### src/rtl/axis_gen_pkg.sv
// rtl/axis_gen_pkg.sv - shared types and constants for the AXI-Stream pattern generator
// Contents: FSM state encoding, 64-bit data LFSR taps, 16-bit throttle LFSR taps and reset seed.
package axis_gen_pkg;

    typedef enum logic [1:0] {
        ST_IDLE   = 2'd0,
        ST_RUN    = 2'd1,
        ST_FINISH = 2'd2
    } gen_state_t;

    // Right-shifting Galois form of x^64+x^63+x^61+x^60+1: term x^n toggles bit n-1.
    localparam logic [63:0] LFSR64_TAPS = 64'hD800_0000_0000_0000;

    // Right-shifting Galois form of x^16+x^14+x^13+x^11+1.
    localparam logic [15:0] LFSR16_TAPS = 16'hB400;
    localparam logic [15:0] LFSR16_SEED = 16'hACE1;

    function automatic logic [15:0] lfsr16_next(input logic [15:0] s);
        return (s >> 1) ^ (s[0] ? LFSR16_TAPS : 16'h0000);
    endfunction

endpackage

### src/rtl/axis_lfsr64.sv
// rtl/axis_lfsr64.sv - combinational next-state of the 64-bit Galois data LFSR
// Ports: state_i current LFSR value, next_o value one step later.
module axis_lfsr64
    import axis_gen_pkg::*;
(
    input  logic [63:0] state_i,
    output logic [63:0] next_o
);

    assign next_o = (state_i >> 1) ^ (state_i[0] ? LFSR64_TAPS : 64'h0);

endmodule

### src/rtl/axis_pattern_gen.sv
// rtl/axis_pattern_gen.sv - AXI-Stream packet generator with counter or LFSR payload
// Ports: ACLK/ARESETn (async active-low), start + run config (num_packets, pkt_len, mode,
// seed, cfg_tid, cfg_tdest), busy/done status, AXI-Stream master M_T*.
// Optional build macro THROTTLE_EN: pseudo-random gaps inserted before new beats.
module axis_pattern_gen
    import axis_gen_pkg::*;
#(
    parameter int STREAM_WIDTH_DATA  = 64,
    parameter int STREAM_WIDTH_DS    = STREAM_WIDTH_DATA / 8,
    parameter int STREAM_WIDTH_TID   = 8,
    parameter int STREAM_WIDTH_TDEST = 3,
    parameter int STREAM_WIDTH_TUSER = 1
) (
    input  logic                          ACLK,
    input  logic                          ARESETn,
    input  logic                          start,
    input  logic [15:0]                   num_packets,
    input  logic [15:0]                   pkt_len,
    input  logic                          mode,
    input  logic [63:0]                   seed,
    input  logic [STREAM_WIDTH_TID-1:0]   cfg_tid,
    input  logic [STREAM_WIDTH_TDEST-1:0] cfg_tdest,
    output logic                          busy,
    output logic                          done,
    input  logic                          M_TREADY,
    output logic                          M_TVALID,
    output logic [STREAM_WIDTH_DATA-1:0]  M_TDATA,
    output logic [STREAM_WIDTH_DS-1:0]    M_TSTRB,
    output logic [STREAM_WIDTH_DS-1:0]    M_TKEEP,
    output logic                          M_TLAST,
    output logic [STREAM_WIDTH_TID-1:0]   M_TID,
    output logic [STREAM_WIDTH_TDEST-1:0] M_TDEST,
    output logic [STREAM_WIDTH_TUSER-1:0] M_TUSER
);

    gen_state_t                  state_q, state_d;
    logic [15:0]                 np_q, np_d;
    logic [15:0]                 len_q, len_d;
    logic                        mode_q, mode_d;
    logic [63:0]                 val_q, val_d;      // value of the next beat to launch
    logic [15:0]                 beat_q, beat_d;    // index in packet of the next beat
    logic [15:0]                 pkt_q, pkt_d;      // packet index of the next beat
    logic                        tvalid_q, tvalid_d;
    logic                        tlast_q, tlast_d;
    logic                        tuser_q, tuser_d;
    logic                        final_q, final_d;  // presented beat is the last of the run
    logic [63:0]                 data_q, data_d;
    logic [STREAM_WIDTH_TID-1:0]   tid_q, tid_d;
    logic [STREAM_WIDTH_TDEST-1:0] tdest_q, tdest_d;
    logic [63:0]                 val_lfsr;
    logic                        stall;
    logic                        launch;
    logic                        hs;

`ifdef THROTTLE_EN
    logic [15:0]                 thr_q, thr_d;
`endif

    axis_lfsr64 u_lfsr64 (
        .state_i (val_q),
        .next_o  (val_lfsr)
    );

    always_ff @(posedge ACLK or negedge ARESETn) begin
        if (!ARESETn) begin
            state_q  <= ST_IDLE;
            np_q     <= '0;
            len_q    <= '0;
            mode_q   <= 1'b0;
            val_q    <= '0;
            beat_q   <= '0;
            pkt_q    <= '0;
            tvalid_q <= 1'b0;
            tlast_q  <= 1'b0;
            tuser_q  <= 1'b0;
            final_q  <= 1'b0;
            data_q   <= '0;
            tid_q    <= '0;
            tdest_q  <= '0;
`ifdef THROTTLE_EN
            thr_q    <= LFSR16_SEED;
`endif
        end else begin
            state_q  <= state_d;
            np_q     <= np_d;
            len_q    <= len_d;
            mode_q   <= mode_d;
            val_q    <= val_d;
            beat_q   <= beat_d;
            pkt_q    <= pkt_d;
            tvalid_q <= tvalid_d;
            tlast_q  <= tlast_d;
            tuser_q  <= tuser_d;
            final_q  <= final_d;
            data_q   <= data_d;
            tid_q    <= tid_d;
            tdest_q  <= tdest_d;
`ifdef THROTTLE_EN
            thr_q    <= thr_d;
`endif
        end
    end

    always_comb begin
        state_d  = state_q;
        np_d     = np_q;
        len_d    = len_q;
        mode_d   = mode_q;
        val_d    = val_q;
        beat_d   = beat_q;
        pkt_d    = pkt_q;
        tvalid_d = tvalid_q;
        tlast_d  = tlast_q;
        tuser_d  = tuser_q;
        final_d  = final_q;
        data_d   = data_q;
        tid_d    = tid_q;
        tdest_d  = tdest_q;
        launch   = 1'b0;
        hs       = tvalid_q & M_TREADY;
`ifdef THROTTLE_EN
        thr_d    = lfsr16_next(thr_q);
        stall    = thr_q[0];
`else
        stall    = 1'b0;
`endif

        case (state_q)
            ST_IDLE: begin
                if (start) begin
                    np_d    = num_packets;
                    len_d   = (pkt_len == 16'd0) ? 16'd1 : pkt_len;
                    mode_d  = mode;
                    // An all-zero LFSR would lock up, so seed 0 becomes 1 in LFSR mode.
                    val_d   = (mode && seed == 64'd0) ? 64'd1 : seed;
                    tid_d   = cfg_tid;
                    tdest_d = cfg_tdest;
                    beat_d  = '0;
                    pkt_d   = '0;
                    state_d = (num_packets != 16'd0) ? ST_RUN : ST_FINISH;
                end
            end
            ST_RUN: begin
                if (hs) begin
                    tvalid_d = 1'b0;
                    if (final_q) begin
                        state_d = ST_FINISH;
                    end
                end
                // A new beat may replace the presented one in the same cycle it is
                // accepted, which keeps packets back-to-back without a bubble.
                launch = (!tvalid_q || (hs && !final_q)) && !stall;
            end
            ST_FINISH: begin
                state_d = ST_IDLE;
            end
            default: begin
                state_d = ST_IDLE;
            end
        endcase

        if (launch) begin
            tvalid_d = 1'b1;
            data_d   = val_q;
            val_d    = mode_q ? val_lfsr : val_q + 64'd1;
            tlast_d  = (beat_q == len_q - 16'd1);
            tuser_d  = (beat_q == 16'd0);
            final_d  = tlast_d && (pkt_q == np_q - 16'd1);
            if (tlast_d) begin
                beat_d = '0;
                pkt_d  = pkt_q + 16'd1;
            end else begin
                beat_d = beat_q + 16'd1;
            end
        end
    end

    assign busy     = (state_q != ST_IDLE);
    assign done     = (state_q == ST_FINISH);
    assign M_TVALID = tvalid_q;
    assign M_TDATA  = STREAM_WIDTH_DATA'(data_q);
    assign M_TSTRB  = {STREAM_WIDTH_DS{tvalid_q}};
    assign M_TKEEP  = {STREAM_WIDTH_DS{tvalid_q}};
    assign M_TLAST  = tlast_q;
    assign M_TID    = tid_q;
    assign M_TDEST  = tdest_q;
    assign M_TUSER  = STREAM_WIDTH_TUSER'(tuser_q);

endmodule

### config.mk
export PLATFORM = sky130hd
export DESIGN_NAME = axis_pattern_gen
export DESIGN_NICKNAME = d
export VERILOG_FILES = /design/src/rtl/axis_gen_pkg.sv /design/src/rtl/axis_lfsr64.sv /design/src/rtl/axis_pattern_gen.sv
export SDC_FILE = /design/constraint.sdc
export NUM_CORES = 1
export LEC_CHECK = 0
export BUFFER_PORTS_ARGS = -buffer_cell sky130_fd_sc_hd__buf_2
export CAP_MARGIN = 0
export CORE_MARGIN = 2
export CORE_UTILIZATION = 50
export DETAILED_ROUTE_END_ITERATION = 8
export PLACE_DENSITY_LB_ADDON = 0.25
export SYNTH_ARGS = -nofsm -noshare
export SYNTH_HDL_FRONTEND = slang
export SYNTH_HIERARCHICAL = 1
export SYNTH_SLANG_ARGS = --single-unit
### constraint.sdc
create_clock -name ACLK -period 3.85 [get_ports ACLK]
set_clock_uncertainty 0.05 [all_clocks]
set_input_delay 0.77 -clock ACLK [delete_from_list [all_inputs] [get_ports ACLK]]
set_output_delay 0.77 -clock ACLK [all_outputs]
set_load 0.05 [all_outputs]
### Word-level counts from Yosys, hierarchy flattened

Index checks and enable logic that the tools add are counted.

* multiplexer cells: 24
* reductions and logical operators: 20
* bitwise operators: 2
* add/sub/neg operators: 5
* equality and inequality tests: 7

Operator list (number)
* 64-bit two-way mux: 6
* 16-bit two-way mux: 9
* 64-bit by 1-bit adder with 64-bit output, second input constant: 1
* 64-bit logical NOT: 1
* 63-bit by 64-bit XOR with 64-bit output: 1
* 16-bit by 1-bit adder with 16-bit output, second input constant: 2
* 16-bit equality test: 2
* 16-bit logical NOT: 2
* 16-bit by 1-bit subtractor with 16-bit output, second input constant: 2
* 16-bit nonzero test: 1
* 2-bit nonzero test: 5
* 2-bit two-way mux: 4
* 2-bit inequality test, second input constant: 3
* 2-bit AND reduction: 3
* 1-bit two-way mux: 4
* 2-bit one-hot mux with 2 select lines: 1
* 1-bit logical AND: 3
* 3-bit AND reduction: 1
* 2-bit by 1-bit equality test with 1-bit output, second input constant: 1
* 2-bit equality test, second input constant: 1
* 1-bit logical NOT: 2
* 2-bit logical NOT: 1
* 1-bit bitwise AND: 1
* 1-bit logical OR: 1

* flip-flop bits (word level): 210
* logic and storage cells: 72
* input port bits: 112

### Longest topological paths before layout

Gate-level depths: netlist of the first run.

* depth in word-level cells: 6
* gate-level depth with buffers: 11
* depth with buffers taken out: 9

### Cells and area by module

Netlist of the first run, hierarchy kept.

Modules (own cells, without submodules)
* axis_pattern_gen: area each 12225.5 um^2, cells each 1521, times used 1, sequential area each 5255.0 um^2
* axis_lfsr64: area each 484.2 um^2, cells each 64, times used 1, sequential area each 0.0 um^2

### Worst setup path after synthesis of the first run

No wires, ideal clock.

* path type: register to register
* from: register len_q[0]
* to: register pkt_q[10]
* data required time: 3682 ps
* period minus slack after synthesis: 2958 ps
* arrival time: 2790 ps
* cell stages (with the launch flop): 12
* setup slack: 892 ps
* library setup time: 118 ps
* path through: dfrtp_1 inv_1 ha_1 or3b_2 or4_4 o211ai_2 o22ai_1 or4_1 buf_6 o21a_1 buf_6 a21o_1

* word-level cells in the longest chain between the ends: 4

Ends and longest elaborated chain
* start: declaration: RTL line axis_pattern_gen.sv:38 `logic [15:0] len_q, len_d;`
* start signal: assignment: RTL line axis_pattern_gen.sv:86 `len_q <= len_d;`
* 16-bit by 1-bit subtractor with 16-bit output: RTL line axis_pattern_gen.sv:166 `tlast_d = (beat_q == len_q - 16'd1);`
* 16-bit equality test: RTL line axis_pattern_gen.sv:166
* 16-bit two-way mux: RTL line axis_pattern_gen.sv:169 `if (tlast_d) begin`
* 16-bit two-way mux: RTL line axis_pattern_gen.sv:162 `if (launch) begin`
* named net pkt_d[10]: RTL line axis_pattern_gen.sv:42 `logic [15:0] pkt_q, pkt_d;`
* end signal: assignment: RTL line axis_pattern_gen.sv:90 `pkt_q <= pkt_d;`
* end: declaration: RTL line axis_pattern_gen.sv:42

The timed path passes the listed nets, and every way through them passes these cells.
A chain may end at the register's enable or synchronous reset.

### Final worst setup path of the first run

* from: register len_q[0]
* to: register pkt_q[0]

Same word-level chain as after synthesis.

==> impl_metrics.csv, run 1 <==
group,metric,value,unit
synth,synthesis.nets,1703,
route,drt-wirelength-per-cell,18.0,um
cts,clock_sinks,210,
synth,synth-main-ff-cell,"dfrtp_1",
cts,clk_pin_slew,0.06,ns
worst_setup_path,worstReg2RegStart,"len_q[0]",
sta,finalSetupViolations,0,
synth,ys_ff_latch,210,
floorplanning,rows,58,
power,power_density,871,mW/mm^2
floorplanning,die_area,0.0267,mm^2
floorplanning,die_x,163,um
worst_setup_path,worstPathRequired,4.17,ns
floorplanning,fp.coreArea,0.0250,mm^2
sta,setup_tns,0,ns
cells_and_area,syn2layout_area_growth,12.3,%
sta,hold_ws,0.227,ns
worst_setup_path,critPathKind,"reg -> reg",
sta,period_share,0.882,
power,power_frac_clock,0.188,
sta,worst_slew_pin_slew,1.16,ns
synth,ys_types,74,
floorplanning,die_h,163,um
worst_setup_path,start_kind,"flip-flop",
sta,clock.fmax,0.295,GHz
cts,post-cts-setup-buffer-count,0,
grt,globalRouteOverflowTotal,0,
sta,rsz0062_at_grt,"false",
floorplanning,io_pins,208,
status,outcome,"complete, no violations",
power,power.internal,6.35,mW
route,postRouteAntennaNets,0,
route,drc,0,
worst_setup_path,end_kind,"flip-flop",
worst_setup_path,critical-path-max-stage-delay,0.60,ns
synth,netlist_area,0.0127,mm^2
cells_and_area,finalInstanceArea,0.0143,mm^2
power,pwr-share-seq,0.352,
place,port_buffers,207,
synth,async_flop_share,1.00,
cells_and_area,nets,1791,
grt,grt_usage,0.272,
worst_setup_path,cp_max_fo,17,
route,dr.first_iter.drc_count,1088,
place,hpwl,25100,um
route,vias,11800,
worst_setup_path,arrival,3.72,ns
grt,grt_pass1_wl,58800,um
cts,cts_root_buffer,"clkbuf_16",
place,placed_area,0.0135,mm^2
floorplanning,initial_core_util,0.508,
synth,yosys_warnings,6,
grt,antenna_found_initial,1,
route,wl,36400,um
power,p_leak,6.55,nW
grt,grt_pass1_vias,11300,
worst_setup_path,critical_path.startpoint,"len_q[0]",
power,power.switching,6.09,mW
route,viasPerCell,5.85,
sta,relSlewSlack,0.227,
place,gp_congestion,0.931,
cells_and_area,fin_util,0.570,
flow_run,drv_cap,0,
route,dr.pass1.iters,7,
cells_and_area,fillerInstances,2353,
cts,cts_buffers,24,
power,pwr-share-comb,0.460,
cts,cts_tree,"yes",
cts,clk_path_buf_depth,3,
cts,postCtsHoldBufs,0,
cells_and_area,drive_gt1_frac,0.178,
cts,post_cts_resize_count,0,
power,p_sw_frac,0.490,
synth,syn_inst,1585,
min_path,hp-class,"in -> async",
worst_setup_path,worstPathCellList,"inv_1, ha_1, or3b_2, or2_1, nor4b_1, o22ai_1, or4_1, o21ai_4, mux2i_1",
grt,grt_start_max_net_pins,107,
cts,worstSkewPairLatency,0.53,ns
sta,finalCriticalPeriod,3.39,ns
synth,ys_seq_area_frac,0.413,
power,ir_drop,0.550,mV
cts,htree_levels,1,
synth,synth_edf_count,0,
sta,final_max_slew_viol_count,0,
sta,hold_violations,0,
worst_setup_path,slowest_stage,"or4_1",
synth,avgSynthCellArea,8.02,um^2
==> worst paths after layout <==
check | depth (start not counted) | slack, ns | endpoint
setup / recovery | 9 | 0.46 | pkt_q[0]
hold / removal | 1 | 0.23 | M_TID[0]
setup reg to reg | 9 | 0.46 | pkt_q[0]
hold reg to reg | 2 | 0.42 | M_TDATA[61]
max in group asynchronous | 2 | 2.41 | mode_q
min in group ACLK | 3 | 0.39 | M_TID[2]
==> area by class of cell <==
| class | instances | area (um^2) | area share |
|---|---|---|---|
| multi-input combinational | 1178 | 6420 | 0.450 |
| clock buffer | 32 | 712 | 0.0499 |
| tap | 330 | 413 | 0.0289 |
| inverter | 26 | 97.6 | 0.00684 |
| sequential | 210 | 5260 | 0.368 |
| clock inverter | 11 | 103 | 0.00719 |
| timing repair buffer | 233 | 1260 | 0.0886 |
| antenna | 1 | 2.50 | 0.000175 |
==> power by group through the flow <==
stage	clock (mW)	combinational, mW	sequential, mW
2_1_floorplan	0	3.60	5.36
6_report	2.34	5.72	4.38
4_1_cts	2.37	5.72	4.35
3_3_place_gp	0	5.58	4.35
5_1_grt	2.46	6.27	4.53
3_5_place_dp	0	5.69	4.37
==> routing by layer <==
layer | wire (um) | GRT usage | up-vias
li1 | - | - | 5595
met1 | 15900 | 0.390 | 5638
met2 | 16100 | 0.424 | 524
met3 | 3540 | 0.0531 | 66
met4 | 879 | 0.0736 | 0
met5 | 0 | 0 | -
==> cell usage in the layout, fill, tap and decap left out, types with 4 or more instances in the layout <==
cell type | netlist | final
nor2b_1 | 5 | 5
nand3_1 | 75 | 75
clkbuf_8 | 0 | 7
nand4_1 | 34 | 34
a22o_1 | 6 | 6
and2_1 | 13 | 12
a22oi_1 | 9 | 9
nor4b_1 | 4 | 4
o31ai_1 | 6 | 6
xnor2_1 | 53 | 53
and4_1 | 5 | 5
a221oi_1 | 9 | 9
a31oi_1 | 20 | 20
ha_1 | 6 | 6
a21oi_1 | 76 | 74
xor2_1 | 42 | 42
clkinv_2 | 0 | 6
dfrtp_1 | 210 | 209
a21o_1 | 16 | 15
nand2_1 | 411 | 410
nor3_1 | 27 | 27
buf_2 | 2 | 206
buf_4 | 78 | 24
o221ai_1 | 6 | 6
nor4_1 | 45 | 45
mux2i_1 | 10 | 10
and3_1 | 15 | 15
or2_2 | 7 | 7
a211oi_1 | 14 | 14
o211ai_1 | 6 | 6
or3_1 | 20 | 20
o21ai_0 | 59 | 59
nor2_1 | 105 | 104
nand2b_1 | 5 | 5
clkbuf_16 | 0 | 25
inv_1 | 25 | 25
or4_1 | 7 | 7
o22ai_1 | 9 | 9
==> sequential cells by signal, indices dropped and copies added, names as in the netlist, 3 cells and up <==
name / cells
np_q: 16
M_TDEST: 3
len_q: 16
M_TID: 8
pkt_q: 16
beat_q: 16
val_q: 64
M_TDATA: 64
==> metrics by stage <==
step | setup slack, ns | power (mW) | instances
3_3_place_gp | 0.0877 | 9.93 | 1977
5_1_grt | 0.308 | 13.3 | 2020
6_report | 0.456 | 12.4 | 2021
4_1_cts | 0.541 | 12.4 | 2020
3_5_place_dp | 0.150 | 10.1 | 1977
2_1_floorplan | 0.892 | 8.96 | 1585
==> critical path: cells and delay by family, from the launching register on <==
family                   cells  cell delay [ns]
AND/OR/NAND/NOR              4             1.73
AO/OA/AOI/OAI                2             0.59
flip-flops                   1             0.40
adder cells (fa/ha/maj)      1             0.23
multiplexers                 1             0.16
buffers and inverters        1             0.09
==> cells in the mapped netlist, types with 9 or more instances <==
| library cell | instances | area [um^2] |
|---|---|---|
| and3_1 | 15 | 93.8 |
| or3_1 | 20 | 125 |
| nor3_1 | 27 | 135 |
| a31oi_1 | 20 | 125 |
| a221oi_1 | 9 | 78.8 |
| nor4_1 | 45 | 282 |
| and2_1 | 13 | 81.3 |
| xor2_1 | 42 | 368 |
| buf_4 | 78 | 586 |
| o21ai_0 | 59 | 295 |
| xnor2_1 | 53 | 464 |
| nor2_1 | 105 | 394 |
| inv_1 | 25 | 93.8 |
| nand4_1 | 34 | 213 |
| clkbuf_1 | 74 | 278 |
| nand3_1 | 75 | 375 |
| a22oi_1 | 9 | 67.6 |
| buf_1 | 13 | 48.8 |
| a21o_1 | 16 | 120 |
| o22ai_1 | 9 | 56.3 |
| nand2_1 | 411 | 1540 |
| a211oi_1 | 14 | 105 |
| mux2i_1 | 10 | 100 |
| dfrtp_1 | 210 | 5260 |
| a21oi_1 | 76 | 380 |
==> logic make-up (layout without fill, tap and decap cells) <==
family / after synthesis / in the layout / synth area share
xor+xnor: 95 / 95 / 0.0655
other cells: 0 / 1 / 0
fa+ha+maj: 6 / 6 / 0.00591
compound gates: 269 / 269 / 0.136
flops: 210 / 210 / 0.413
mux: 12 / 12 / 0.00965
simple gates: 796 / 796 / 0.287
buf+inv: 197 / 302 / 0.0833
(Power assumes the default switching activity.)
==> run 2, diff against run 1 <==
--- a/config.mk
+++ b/config.mk
@@ -9,8 +9,9 @@
 export CAP_MARGIN = 0
 export CORE_MARGIN = 2
 export CORE_UTILIZATION = 50
+export CTS_CLUSTER_SIZE = 30
 export DETAILED_ROUTE_END_ITERATION = 8
-export PLACE_DENSITY_LB_ADDON = 0.25
+export PLACE_DENSITY = 0.75
 export SYNTH_ARGS = -nofsm -noshare
 export SYNTH_HDL_FRONTEND = slang
 export SYNTH_HIERARCHICAL = 1
==> constraint.sdc (replaced) <==
create_clock -name ACLK -period 3.1 [get_ports ACLK]
set_clock_uncertainty 0.05 [all_clocks]
set_input_delay 0.62 -clock ACLK [delete_from_list [all_inputs] [get_ports ACLK]]
set_output_delay 0.62 -clock ACLK [all_outputs]
set_load 0.05 [all_outputs]
==> impl_metrics.csv, run 2 (synthesis results as in run 1) <==
group,metric,value,unit
sta,period_share,0.952,
worst_setup_path,start_kind,"flip-flop",
floorplanning,initial_core_util,0.508,
grt,grt_start_max_net_pins,85,
cells_and_area,mostFrequentLayoutCell,"nand2_1",
place,port_buffers,207,
cells_and_area,drive_gt1_frac,0.187,
cells_and_area,syn2layout_area_growth,14.1,%
worst_setup_path,slowest_stage,"or4_4",
sta,worst_slew_pin_slew,0.872,ns
route,drc,0,
floorplanning,die_h,163,um
flow_run,drv_cap,0,
worst_setup_path,worstPathRequired,3.45,ns
sta,final_max_slew_viol_count,0,
worst_setup_path,cp_max_fo,11,
worst_setup_path,path_buf_inv,1,
power,ir_drop,0.675,mV
sta,clock.fmax,0.339,GHz
min_path,hp-class,"in -> async",
sta,hold_violations,0,
route,viasPerCell,5.86,
cells_and_area,finalInstanceArea,0.0145,mm^2
sta,rsz0062_at_grt,"false",
sta,setup_tns,0,ns
floorplanning,die_area,0.0267,mm^2
cells_and_area,layout_common_cells,"nand2_1 (410), dfrtp_1 (209), buf_2 (206), nor2_1 (104), nand3_1 (75)",
route,dr.pass1.iters,5,
worst_setup_path,end_kind,"flip-flop",
place,hpwl,25300,um
floorplanning,io_pins,208,
grt,grt_pass1_wl,58700,um
worst_setup_path,critical-path-max-stage-delay,0.49,ns
route,drt-wirelength-per-cell,17.8,um
cts,cts_root_buffer,"clkbuf_16",
sta,finalCriticalPeriod,2.95,ns
cts,cts_buffers,24,
grt,globalRouteOverflowTotal,0,
grt,grt_usage,0.271,
worst_setup_path,worstPathCellList,"inv_1, ha_1, or3b_2, or4_4, o211ai_2, o22ai_1, or4_4, o21a_2, a21o_1",
cells_and_area,fillerInstances,2246,
cts,worstSkewPairLatency,0.53,ns
sta,relSlewSlack,0.417,
cells_and_area,fin_util,0.579,
grt,grt_busiest_layer,"met2",
grt,grt_util_met3,0.0434,
cts,postCtsHoldBufs,0,
worst_setup_path,crit_family,"simple AND/OR/NAND/NOR gates",
place,gp_congestion,0.944,
cts,clock_sinks,210,
cts,htree_levels,1,
cells_and_area,multi_input_area,0.00645,mm^2
status,outcome,"complete, no violations",
grt,grt_pass1_vias,11300,
floorplanning,die_x,163,um
worst_setup_path,cpMostUsedCell,"or4_4",
grt,antenna_found_initial,1,
worst_setup_path,critPathKind,"reg -> reg",
cts,clk_path_buf_depth,3,
route,postRouteAntennaNets,0,
worst_setup_path,arrival,3.30,ns
power,p_leak,6.67,nW
power,power_density,1080,mW/mm^2
cts,clk_pin_slew,0.06,ns
grt,grt_use_met2,0.427,
route,dr.first_iter.drc_count,1067,
floorplanning,fp.coreArea,0.0250,mm^2
route,wl,36300,um
sta,finalSetupViolations,0,
route,vias,12000,
floorplanning,rows,58,
cts,cts_tree,"yes",
grt,use_met1,0.388,
cells_and_area,register_area,0.00526,mm^2
cells_and_area,nets,1811,
place,placed_area,0.0137,mm^2
[run 2: changes by cell type in the layout (fill, tap and decap cells not counted), sizes merged]
cell	before	now
buf	232	252
bufinv	1	3
clkinv	11	6
clkbuf	33	37
[run 2: layer usage]
metal  up-vias  part of all wire  routed length (um)
met5         -                 0                   0
met4         0             0.024                 869
met3        78             0.087                3170
met2       562              0.45               16300
met1      5696              0.44               16000
li1       5626                 -                   -
[run 2: final timing paths]
check	from	endpoint	slack, ns	cells past startpoint
max in group asynchronous	ARESETn	M_TDATA[0]	2.13	2
hold / removal	ARESETn	M_TDATA[12]	0.11	1
hold reg to reg	state_q[1]	state_q[1]	0.41	1
setup reg to reg	len_q[0]	pkt_q[13]	0.15	9
setup / recovery	len_q[0]	pkt_q[13]	0.15	9
min in group ACLK	cfg_tdest[1]	M_TDEST[1]	0.24	3
[run 2: cell type report]
class / count / area share
Clock inverter: 8 / 0.00794
Sequential cell: 210 / 0.362
Inverter: 26 / 0.00673
Clock buffer: 36 / 0.0487
Multi-Input combinational cell: 1178 / 0.445
Tap cell: 330 / 0.0285
Antenna cell: 1 / 0.000173
Timing Repair Buffer: 253 / 0.101
[run 2: per-stage QoR]
step | setup slack (ns) | power (mW) | hold slack [ns] | instances
2_1_floorplan | 0.142 | 11.1 | 0.274 | 1585
3_3_place_gp | 0.00644 | 12.4 | 0.398 | 1997
3_5_place_dp | -0.0867 | 12.6 | 0.404 | 1997
4_1_cts | 0.0918 | 15.7 | 0.127 | 2041
5_1_grt | 0.0247 | 16.7 | 0.157 | 2041
6_report | 0.148 | 15.7 | 0.109 | 2042
[run 2: timing repair]
action,CTS,global route
buffers inserted,0,0
setup endpoints to repair,11,24
cloned,0,0
gates resized for setup,3,2
[run 2: power breakdown]
part | total (mW) | internal [mW] | switching, mW
clock network | 2.99 | 1.82 | 1.17
logic | 7.30 | 2.38 | 4.92
registers | 5.42 | 3.91 | 1.51
total | 15.7 | 8.11 | 7.59
==> run 3, diff against run 2 <==
--- a/config.mk
+++ b/config.mk
@@ -12,6 +12,7 @@
 export CTS_CLUSTER_SIZE = 30
 export DETAILED_ROUTE_END_ITERATION = 8
 export PLACE_DENSITY = 0.75
+export SETUP_SLACK_MARGIN = 0.15
 export SYNTH_ARGS = -nofsm -noshare
 export SYNTH_HDL_FRONTEND = slang
 export SYNTH_HIERARCHICAL = 1
==> impl_metrics.csv, run 3 (synthesis results as in run 1) <==
group,metric,value,unit
place,port_buffers,207,
floorplanning,fp.coreArea,0.0250,mm^2
floorplanning,io_pins,208,
route,postRouteAntennaNets,0,
worst_setup_path,path_buf_inv,0,
worst_setup_path,cpMostUsedCell,"or4_4",
floorplanning,rows,58,
cts,worstSkewPairLatency,0.52,ns
cells_and_area,nets,1821,
worst_setup_path,cp_max_fo,6,
power,p_leak,6.71,nW
cts,cts_root_buffer,"clkbuf_16",
route,dr.pass1.iters,6,
grt,grt_pass1_wl,58600,um
sta,setup_tns,0,ns
grt,grt_start_max_net_pins,81,
cells_and_area,syn2layout_area_growth,14.9,%
route,vias,12100,
sta,hold_violations,0,
grt,grt_pass1_vias,11300,
sta,rsz0062_at_grt,"true",
worst_setup_path,critPathKind,"reg -> reg",
grt,grt_usage,0.271,
worst_setup_path,end_kind,"flip-flop",
sta,worst_slew_pin_slew,0.780,ns
route,drt-wirelength-per-cell,17.8,um
cells_and_area,layout_common_cells,"nand2_1 (410), dfrtp_1 (208), buf_2 (206), nor2_1 (103), nand3_1 (75)",
min_path,hp-class,"in -> async",
status,outcome,"complete, no violations",
cells_and_area,fillerInstances,2282,
cts,postCtsHoldBufs,0,
worst_setup_path,start_kind,"flip-flop",
sta,finalSetupViolations,0,
sta,final_max_slew_viol_count,0,
route,drc,0,
cts,htree_levels,1,
route,viasPerCell,5.88,
cells_and_area,finalInstanceArea,0.0146,mm^2
route,dr.first_iter.drc_count,1214,
power,power,15.7,mW
sta,period_share,0.946,
route,wl,36600,um
sta,finalCriticalPeriod,2.93,ns
sta,hold_ws,0.0133,ns
place,hpwl,25400,um
sta,clock.fmax,0.341,GHz
place,placed_area,0.0137,mm^2
floorplanning,die_h,163,um
place,dp_slack,-0.0136,ns
floorplanning,die_area,0.0267,mm^2
cts,clock_sinks,210,
cells_and_area,drive_gt1_frac,0.197,
floorplanning,die_x,163,um
grt,globalRouteOverflowTotal,0,
flow_run,drv_cap,0,
cts,clk_path_buf_depth,3,
worst_setup_path,critical-path-max-stage-delay,0.57,ns
power,power_density,1080,mW/mm^2
floorplanning,initial_core_util,0.508,
cts,clk_pin_slew,0.06,ns
worst_setup_path,arrival,3.28,ns
sta,fin_ws,0.169,ns
cts,cts_tree,"yes",
power,ir_drop,0.737,mV
grt,antenna_found_initial,2,
worst_setup_path,slowest_stage,"or4_4",
cells_and_area,mostFrequentLayoutCell,"nand2_1",
worst_setup_path,worstPathCellList,"or4_4, or4_4, o211ai_2, o22ai_2, or4_4, o21a_2, a21o_1",
cts,cts_buffers,24,
worst_setup_path,crit_family,"simple AND/OR/NAND/NOR gates",
sta,relSlewSlack,0.478,
place,gp_congestion,0.942,
worst_setup_path,worstPathRequired,3.45,ns
run 3: cell count changes in the layout (fill, tap and decap cells not counted), sizes merged:
cell / previous run / this run
o21a: 3 / 4
clkinvlp: 0 / 2
clkinv: 6 / 7
buf: 252 / 261
clkbuf: 37 / 33
run 3: metrics by stage:
stage | instances | utilization
floorplan | 1585 | -
global placement | 2003 | 0.546
detailed placement | 2003 | 0.546
CTS | 2048 | 0.580
global route | 2050 | 0.583
finish | 2051 | 0.583
run 3: path summary, 6_finish.rpt:
kind,from,to,slack (ns),cells after the start
worst max-delay path,len_q[4],pkt_q[8],0.17,7
worst min-delay path,ARESETn,M_TDEST[2],0.01,1
worst max register to register,len_q[4],pkt_q[8],0.17,7
worst min register to register,M_TDATA[59],M_TDATA[59],0.42,2
max in group asynchronous,ARESETn,M_TDATA[60],2.21,2
min in group ACLK,cfg_tid[6],M_TID[6],0.25,3
run 3: what timing repair did:
action	CTS	global route
endpoints found under the hold margin	0	0
cloned	0	1
gates resized for setup	3	13
setup endpoints to repair	29	31
buffers inserted	2	1
pin swaps	1	2
run 3: layout make-up:
class	count	area, um^2	share of cell area
diodes	1	2.50	0.000171
multi-input cells	1179	6510	0.446
repair buffers	262	1510	0.104
clock inverters	11	139	0.00951
well taps	330	413	0.0283
clock buffers	32	672	0.0460
flip-flops and latches	210	5260	0.360
inverters	26	97.6	0.00668
run 3: metal layers:
layer / vias up / routed length (um) / GRT usage
met2: 558 / 16300 / 0.414
met5: - / 13 / 0
li1: 5648 / - / -
met1: 5765 / 15900 / 0.383
met4: 2 / 1050 / 0.0937
met3: 84 / 3360 / 0.0564
run 3: report_power, final:
group	total, mW	leakage (nW)	switching (mW)	internal (mW)
Sequential	5.34	2.54	1.43	3.91
Clock	2.93	0.395	1.16	1.77
Combinational	7.45	3.77	5.00	2.45
Total	15.7	6.71	7.60	8.13
